**src/rtl/alu_arbiter_if.sv**
```systemverilog
// Bundles the requester, result and ALU-side character streams of alu_arbiter.
// The arbiter connects through the slave modport; the environment uses master.
interface alu_arbiter_if;
  logic [1:0]  req_stb;
  logic [15:0] req_char;
  logic [1:0]  req_ack;
  logic [1:0]  rsp_stb;
  logic [7:0]  rsp_char;
  logic [1:0]  rsp_ack;
  logic        alu_in_stb;
  logic [7:0]  alu_in_char;
  logic        alu_in_ack;
  logic        alu_out_stb;
  logic [7:0]  alu_out_char;
  logic        alu_out_ack;
  logic        alu_rst;
  logic        grant;
  logic        busy;

  modport slave (
    input  req_stb, req_char, rsp_ack, alu_in_ack, alu_out_stb, alu_out_char,
    output req_ack, rsp_stb, rsp_char, alu_in_stb, alu_in_char, alu_out_ack,
           alu_rst, grant, busy
  );

  modport master (
    output req_stb, req_char, rsp_ack, alu_in_ack, alu_out_stb, alu_out_char,
    input  req_ack, rsp_stb, rsp_char, alu_in_stb, alu_in_char, alu_out_ack,
           alu_rst, grant, busy
  );
endinterface

```
**src/rtl/alu_arbiter.sv**
```systemverilog
// Shares one RPN ALU between two character-stream requesters. A requester owns
// the ALU from its first character through '=' until the ALU's LF terminator;
// a stalled expression is aborted after TIMEOUT idle cycles and the ALU cleared.
module alu_arbiter #(
  parameter int TIMEOUT = 1024
) (
  input  logic          clk,
  input  logic          reset,
  alu_arbiter_if.slave  bus
);

  localparam int CW = $clog2(TIMEOUT + 1);

  typedef enum logic [1:0] {IDLE, FWD, RESULT, ABORT} state_t;

  state_t        state;
  logic          grant_q;
  logic          last_q;
  logic [CW-1:0] idle_cnt;
  logic [CW-1:0] idle_next;
  logic [7:0]    sel_char;
  logic          in_xfer;
  logic          out_xfer;
  logic          pick;

  assign sel_char  = grant_q ? bus.req_char[15:8] : bus.req_char[7:0];
  assign in_xfer   = (state == FWD) && bus.req_stb[grant_q] && bus.alu_in_ack;
  assign out_xfer  = (state == RESULT) && bus.alu_out_stb && bus.rsp_ack[grant_q];
  assign pick      = (&bus.req_stb) ? ~last_q : bus.req_stb[1];
  assign idle_next = idle_cnt + CW'(1);

  assign bus.alu_rst = (state == ABORT);
  assign bus.busy    = (state == FWD) || (state == RESULT);
  assign bus.grant   = grant_q;

  // Route the owner's streams straight through; everything else is held quiet.
  always_comb begin
    bus.req_ack     = 2'b00;
    bus.rsp_stb     = 2'b00;
    bus.rsp_char    = 8'h00;
    bus.alu_in_stb  = 1'b0;
    bus.alu_in_char = 8'h00;
    bus.alu_out_ack = 1'b0;
    case (state)
      FWD: begin
        bus.alu_in_stb       = bus.req_stb[grant_q];
        bus.alu_in_char      = sel_char;
        bus.req_ack[grant_q] = bus.alu_in_ack;
      end
      RESULT: begin
        bus.rsp_stb[grant_q] = bus.alu_out_stb;
        bus.rsp_char         = bus.alu_out_char;
        bus.alu_out_ack      = bus.rsp_ack[grant_q];
      end
      default: ;
    endcase
  end

  // Ownership FSM: round-robin grant, expression framing and stall timeout.
  always_ff @(posedge clk or posedge reset) begin
    if (reset) begin
      state    <= IDLE;
      grant_q  <= 1'b0;
      last_q   <= 1'b1;
      idle_cnt <= '0;
    end else begin
      case (state)
        IDLE: begin
          idle_cnt <= '0;
          if (|bus.req_stb) begin
            grant_q <= pick;
            state   <= FWD;
          end
        end
        FWD: begin
          if (in_xfer) begin
            idle_cnt <= '0;
            if (sel_char == 8'h3D) state <= RESULT;
          end else begin
            idle_cnt <= idle_next;
            if (idle_next == CW'(TIMEOUT)) state <= ABORT;
          end
        end
        RESULT: begin
          if (out_xfer) begin
            idle_cnt <= '0;
            if (bus.alu_out_char == 8'h0A) begin
              last_q <= grant_q;
              state  <= IDLE;
            end
          end else begin
            idle_cnt <= idle_next;
            if (idle_next == CW'(TIMEOUT)) state <= ABORT;
          end
        end
        ABORT: begin
          idle_cnt <= '0;
          last_q   <= grant_q;
          state    <= IDLE;
        end
        default: state <= IDLE;
      endcase
    end
  end

endmodule

```
**src/flat_wrapper.sv**
```systemverilog
// flat-port wrapper written by rule: the top's interface ports become plain ports
module alu_arbiter_flat 
#(
  parameter int TIMEOUT = 1024
)
  (clk, reset, bus_req_stb, bus_req_char, bus_rsp_ack, bus_alu_in_ack, bus_alu_out_stb, bus_alu_out_char, bus_req_ack, bus_rsp_stb, bus_rsp_char, bus_alu_in_stb, bus_alu_in_char, bus_alu_out_ack, bus_alu_rst, bus_grant, bus_busy);
  alu_arbiter_if bus_i ();
  input  logic clk;
  input  logic reset;
  input wire logic [$bits(bus_i.req_stb)-1:0] bus_req_stb;
  input wire logic [$bits(bus_i.req_char)-1:0] bus_req_char;
  input wire logic [$bits(bus_i.rsp_ack)-1:0] bus_rsp_ack;
  input wire logic [$bits(bus_i.alu_in_ack)-1:0] bus_alu_in_ack;
  input wire logic [$bits(bus_i.alu_out_stb)-1:0] bus_alu_out_stb;
  input wire logic [$bits(bus_i.alu_out_char)-1:0] bus_alu_out_char;
  output wire logic [$bits(bus_i.req_ack)-1:0] bus_req_ack;
  output wire logic [$bits(bus_i.rsp_stb)-1:0] bus_rsp_stb;
  output wire logic [$bits(bus_i.rsp_char)-1:0] bus_rsp_char;
  output wire logic [$bits(bus_i.alu_in_stb)-1:0] bus_alu_in_stb;
  output wire logic [$bits(bus_i.alu_in_char)-1:0] bus_alu_in_char;
  output wire logic [$bits(bus_i.alu_out_ack)-1:0] bus_alu_out_ack;
  output wire logic [$bits(bus_i.alu_rst)-1:0] bus_alu_rst;
  output wire logic [$bits(bus_i.grant)-1:0] bus_grant;
  output wire logic [$bits(bus_i.busy)-1:0] bus_busy;
  assign bus_i.req_stb = bus_req_stb;
  assign bus_i.req_char = bus_req_char;
  assign bus_i.rsp_ack = bus_rsp_ack;
  assign bus_i.alu_in_ack = bus_alu_in_ack;
  assign bus_i.alu_out_stb = bus_alu_out_stb;
  assign bus_i.alu_out_char = bus_alu_out_char;
  assign bus_req_ack = bus_i.req_ack;
  assign bus_rsp_stb = bus_i.rsp_stb;
  assign bus_rsp_char = bus_i.rsp_char;
  assign bus_alu_in_stb = bus_i.alu_in_stb;
  assign bus_alu_in_char = bus_i.alu_in_char;
  assign bus_alu_out_ack = bus_i.alu_out_ack;
  assign bus_alu_rst = bus_i.alu_rst;
  assign bus_grant = bus_i.grant;
  assign bus_busy = bus_i.busy;
  alu_arbiter #(.TIMEOUT(TIMEOUT)) u_core (.clk(clk), .reset(reset), .bus(bus_i));
endmodule
```
**config.mk**
```make
export PLATFORM = sky130hd
export DESIGN_NAME = alu_arbiter_flat
export DESIGN_NICKNAME = d
export VERILOG_FILES = /design/src/rtl/alu_arbiter_if.sv /design/src/rtl/alu_arbiter.sv /design/src/flat_wrapper.sv
export SDC_FILE = /design/constraint.sdc
export NUM_CORES = 1
export LEC_CHECK = 0
export CAP_MARGIN = 20
export CORE_MARGIN = 10
export CORE_UTILIZATION = 45
export CTS_CLUSTER_SIZE = 30
export DETAILED_ROUTE_END_ITERATION = 8
export PLACE_DENSITY = 0.95
export SLEW_MARGIN = 20
export SYNTH_ARGS = -nofsm -noshare
export SYNTH_HDL_FRONTEND = slang
export SYNTH_SLANG_ARGS = --single-unit
```
**constraint.sdc**
```tcl
create_clock -name clk -period 3.7 [get_ports clk]
set_input_delay 0.74 -clock clk [delete_from_list [all_inputs] [get_ports clk]]
set_output_delay 0.74 -clock clk [all_outputs]
set_load 0.05 [all_outputs]
```
# Yosys cells after proc, flatten, opt, wreduce, memory -nomap -nowiden
# Cells that the tools add are included.
# op_classes
n_addsub	1
n_mul	0
div	0
magnitude_cmp	2
n_eq_ne	11
shift	0
n_mux	27
bitwise	3
n_reduce_logical	14
# ops
operator	count
11-bit case mux with 3 select lines	1
8-bit two-way mux	3
11-bit two-way mux	2
2-bit two-way mux	8
11-bit by 1-bit adder with 11-bit output, second input constant	1
11-bit == test, second input constant	1
1-bit two-way mux	10
8-bit by 4-bit == test with 1-bit output, second input constant	1
8-bit by 6-bit == test with 1-bit output, second input constant	1
2-bit case mux with 4 select lines	1
3-bit inequality test, second input constant	2
3-bit AND reduction	2
1-bit logical AND	5
2-bit bitwise AND	2
2-bit == test, second input constant	2
2-bit by 1-bit inequality test with 1-bit output, second input constant	2
2-bit AND reduction	2
2-bit OR reduction	2
2-bit by 1-bit == test with 1-bit output, second input constant	1
2-bit zero test	1
1-bit by 2-bit < comparator with 1-bit output, second input constant	1
2-bit inequality test, second input constant	1
1-bit case mux with 2 select lines	1
2-bit nonzero test	1
4 further kinds	4
# word_totals
register_bits	15
latch_bits	0
ramBits	0
mem_bits_ro	0
in_bits	32
out_inout_bits	25
word_cells	62
n_memories	0

# Longest topological paths before layout
# depth
ltp_word	6
depth_mapped	7
ltp_nobuf	7

# Worst setup path before layout
# No wires, ideal clock.
# synth_timing
path_type	register -> output
start	reg u_core.grant_q, in the netlist u_core.bus.grant
end	out bus_alu_in_char[3]
arrival_ns	2.075
required_ns	2.960
slack_ns	0.885
stages_incl_launch_ff	5
n_path_buf	2
cell_sequence	dfrtp_1 -> buf_2 -> buf_1 -> mux2i_1 -> nor2b_1
# synth_via
elab_chain_cells	2
# synth_lines
item	line_no	rtl
start: declaration	alu_arbiter.sv:17	logic grant_q;
start signal: assignment	alu_arbiter.sv:71	grant_q <= pick;
8-bit two-way mux	alu_arbiter.sv:26	assign sel_char = grant_q ? bus.req_char[15:8] : bus.req_char[7:0];
8-bit two-way mux	alu_arbiter.sv:44	case (state)
end: declaration	flat_wrapper.sv:20	output wire logic [$bits(bus_i.alu_in_char)-1:0] bus_alu_in_char;
# No other way between the ends.

# Final worst setup path
# layout_timing
start	reg u_core.grant_q, in the netlist u_core.bus.grant
end	out bus_alu_out_ack
# layout_via
elab_chain_cells	3
# layout_lines
item	line_no	rtl
1-bit two-way mux (implied by the code) (2 in series)	alu_arbiter.sv:53	bus.alu_out_ack = bus.rsp_ack[grant_q];
1-bit two-way mux	alu_arbiter.sv:44	
end: declaration	flat_wrapper.sv:21	output wire logic [$bits(bus_i.alu_out_ack)-1:0] bus_alu_out_ack;
# No other way between the ends. The select of a mux whose other input is x is not followed.

==> results.ini <==
[clocking]
clock_sinks = 15
cts_tree = built
cts_resized = 0
numCtsBuffers = 3
clockBufferDepth = 2
clkLatencyLatePin_ps = 290
post_cts_buffers = 0
clk_pin_slew_ps = 90
cts_htree_levels = 1
root_buffer = clkbuf_4
holdBufCountCts = 0

[global_route]
grt_max_degree = 21
grt_pass1_wl_mm = 5.62
met1_usage = 0.159
top_usage_layer = met2
met2_usage = 0.209
grt_use_total = 0.128
grt_pass1_vias = 1178
grt_overflow = 0
antenna_found_initial = 0
use_met3 = 0.0381

[die]
ios = 57
start_util = 0.461
die_x_um = 72.7
die_area_um2 = 5280
die_y_um = 72.7
core_area_um2 = 2710
rows = 19

[flow_run]
cap_violations = 0

[placement]
pre_cts_ws_ps = 625
port_buffers = 56
routabilityCongestion = 0.824
place_hpwl_mm = 2.84

[drt]
drt-vias-per-instance = 5.24
wirelength_mm = 3.52
drt_iter0_drc = 70
wl_per_cell_um = 15.2
dr.pass1.iters = 4
vias = 1216
drtAntennaViolNets = 0
drc = 0

[sta]
layout_min_cycle_time_ps = 3110
slew_headroom = 0.488
drv_slew = 0
fmax_mhz = 322
fin_worst_skew_ps = 0.718
setup_viol = 0
rsz0062_at_grt = no
holdWs_ps = 491
setup_tns_ps = 0
setup_slack_ps = 594
period_share = 0.839
hold_violations = 0
worstMarginPinSlew_ps = 762

[worst_setup_path]
worst-path-max-fanout = 20
crit-reg2reg-launch = u_core.bus.grant
critical_path_class = reg -> out
end_kind = output pin
cp_data_required_time_ps = 2960
crit_start = u_core.bus.grant
startpoint_type = flip-flop
arrival_ps = 2370

[cells_and_area]
area_growth_pct = 47.8
fill_cells = 211
final_cell_mix = clkdlybuf4s50_1, nor2_1, dfrtp_1
final_common_cell = clkdlybuf4s50_1
fin_nets = 239
n_antenna_cell = 0
drive_gt1_frac = 0.0498

[yosys]
avgSynthCellArea_um2 = 8.44
syn_nets = 185
postSynthCellCount = 148
syn_area_um2 = 1250
synthArstFlopShare = 1.00
synth-seq-area-share = 0.302
synthDistinctLibCells = 44
synth_edf_count = 0
synth-seq-cells = 15
yosysWarnings = 0
synthFlopType = dfrtp_1

[run_status]
status = complete, no violations

[min_path]
min_from = u_core.idle_cnt[0]
hold_path.class = reg -> reg

[pwr]
p_leak_uw = 0.000783
powerDensity_nw_per_um2 = 614
peakVddDrop_v = 0.000540

==> stage by stage <==
step,instance area [um2],util,std cells,total power (uW)
2_1_floorplan,1250,-,148,807
6_report,1850,0.681,232,1130
5_1_grt,1850,0.681,232,1200
4_1_cts,1850,0.681,232,1140
3_5_place_dp,1820,0.671,228,1040
3_3_place_gp,1820,0.671,228,1030
==> metal layers <==
layer,part of all wire,wire length (um),vias up
met5,0,0,-
met4,0.011,40,0
met3,0.091,319,6
met2,0.48,1690,44
met1,0.42,1480,540
li1,-,-,626
==> layout make-up <==
type / instances / area (um2) / share of cell area
flip-flops and latches: 15 / 377 / 0.204
repair buffers: 56 / 561 / 0.304
clock buffers: 3 / 22.5 / 0.0122
multi-input cells: 119 / 816 / 0.442
well taps: 31 / 38.8 / 0.0210
clock inverters: 1 / 5.00 / 0.00271
inverters: 7 / 26.3 / 0.0142
==> worst paths after layout <==
path	to	slack (ps)	cells past startpoint
worst max-delay path	bus_alu_out_ack	590	3
worst min-delay path	u_core.idle_cnt[0]	490	1
worst max register to register	u_core.idle_cnt[4]	1450	4
worst min register to register	u_core.idle_cnt[0]	490	1
max in group asynchronous	u_core.last_q	2540	2
min in group asynchronous	u_core.idle_cnt[4]	790	2
==> synthesized netlist by cell type (2+ instances only) <==
master    count  area, um2
clkbuf_1      3       11.3
inv_1         7       26.3
buf_2         3       15.0
nor4b_1       2       17.5
nor2_1       21       78.8
and3_1        4       25.0
or4b_1        2       20.0
nand2_1       8       30.0
xor2_1        4       35.0
a31oi_1       2       12.5
nand2b_1      2       12.5
a211oi_1      4       30.0
nand3_1       5       25.0
nor3_1        3       15.0
and2_1        8       50.1
nor2b_1       9       56.3
ha_1          5       62.6
a21oi_1       2       10.0
xnor2_1       6       52.6
mux2i_1       9       90.1
o21ai_1       2       10.0
o21ai_0       2       10.0
dfrtp_1      14        350
==> sequential cells by signal, indices dropped and copies added (netlist names) <==
| name | flops |
|---|---|
| u_core.last_q | 1 |
| u_core.idle_cnt | 11 |
| u_core.bus.grant | 1 |
| u_core.state | 2 |
==> critical path, stage by stage, from the launching register on <==
cell,delay (ps)
dfrtp_1,830
mux2i_1,280
nor2b_1,150
clkdlybuf4s50_1,810
==> power breakdown <==
| part | internal (uW) | switching [uW] | leakage (uW) |
|---|---|---|---|
| sequential | 198 | 59.4 | 0.000199 |
| clock | 40.3 | 55.6 | 0.0000177 |
| combinational | 297 | 484 | 0.000567 |
| total | 535 | 599 | 0.000783 |
==> cell families (layout without fill, tap and decap cells) <==
| kind of cell | count (synthesis) | after routing | share of synthesized area |
|---|---|---|---|
| xor gates and xnor gates | 10 | 10 | 0.0701 |
| DFF | 15 | 15 | 0.302 |
| muxes | 10 | 10 | 0.0812 |
| and+or+nand+nor | 71 | 71 | 0.313 |
| buffers and inverters | 14 | 67 | 0.0451 |
| adders and majority gates | 5 | 5 | 0.0501 |
| AOI/OAI and AO/OA | 23 | 23 | 0.139 |
Power figures use the tool's default switching activity.
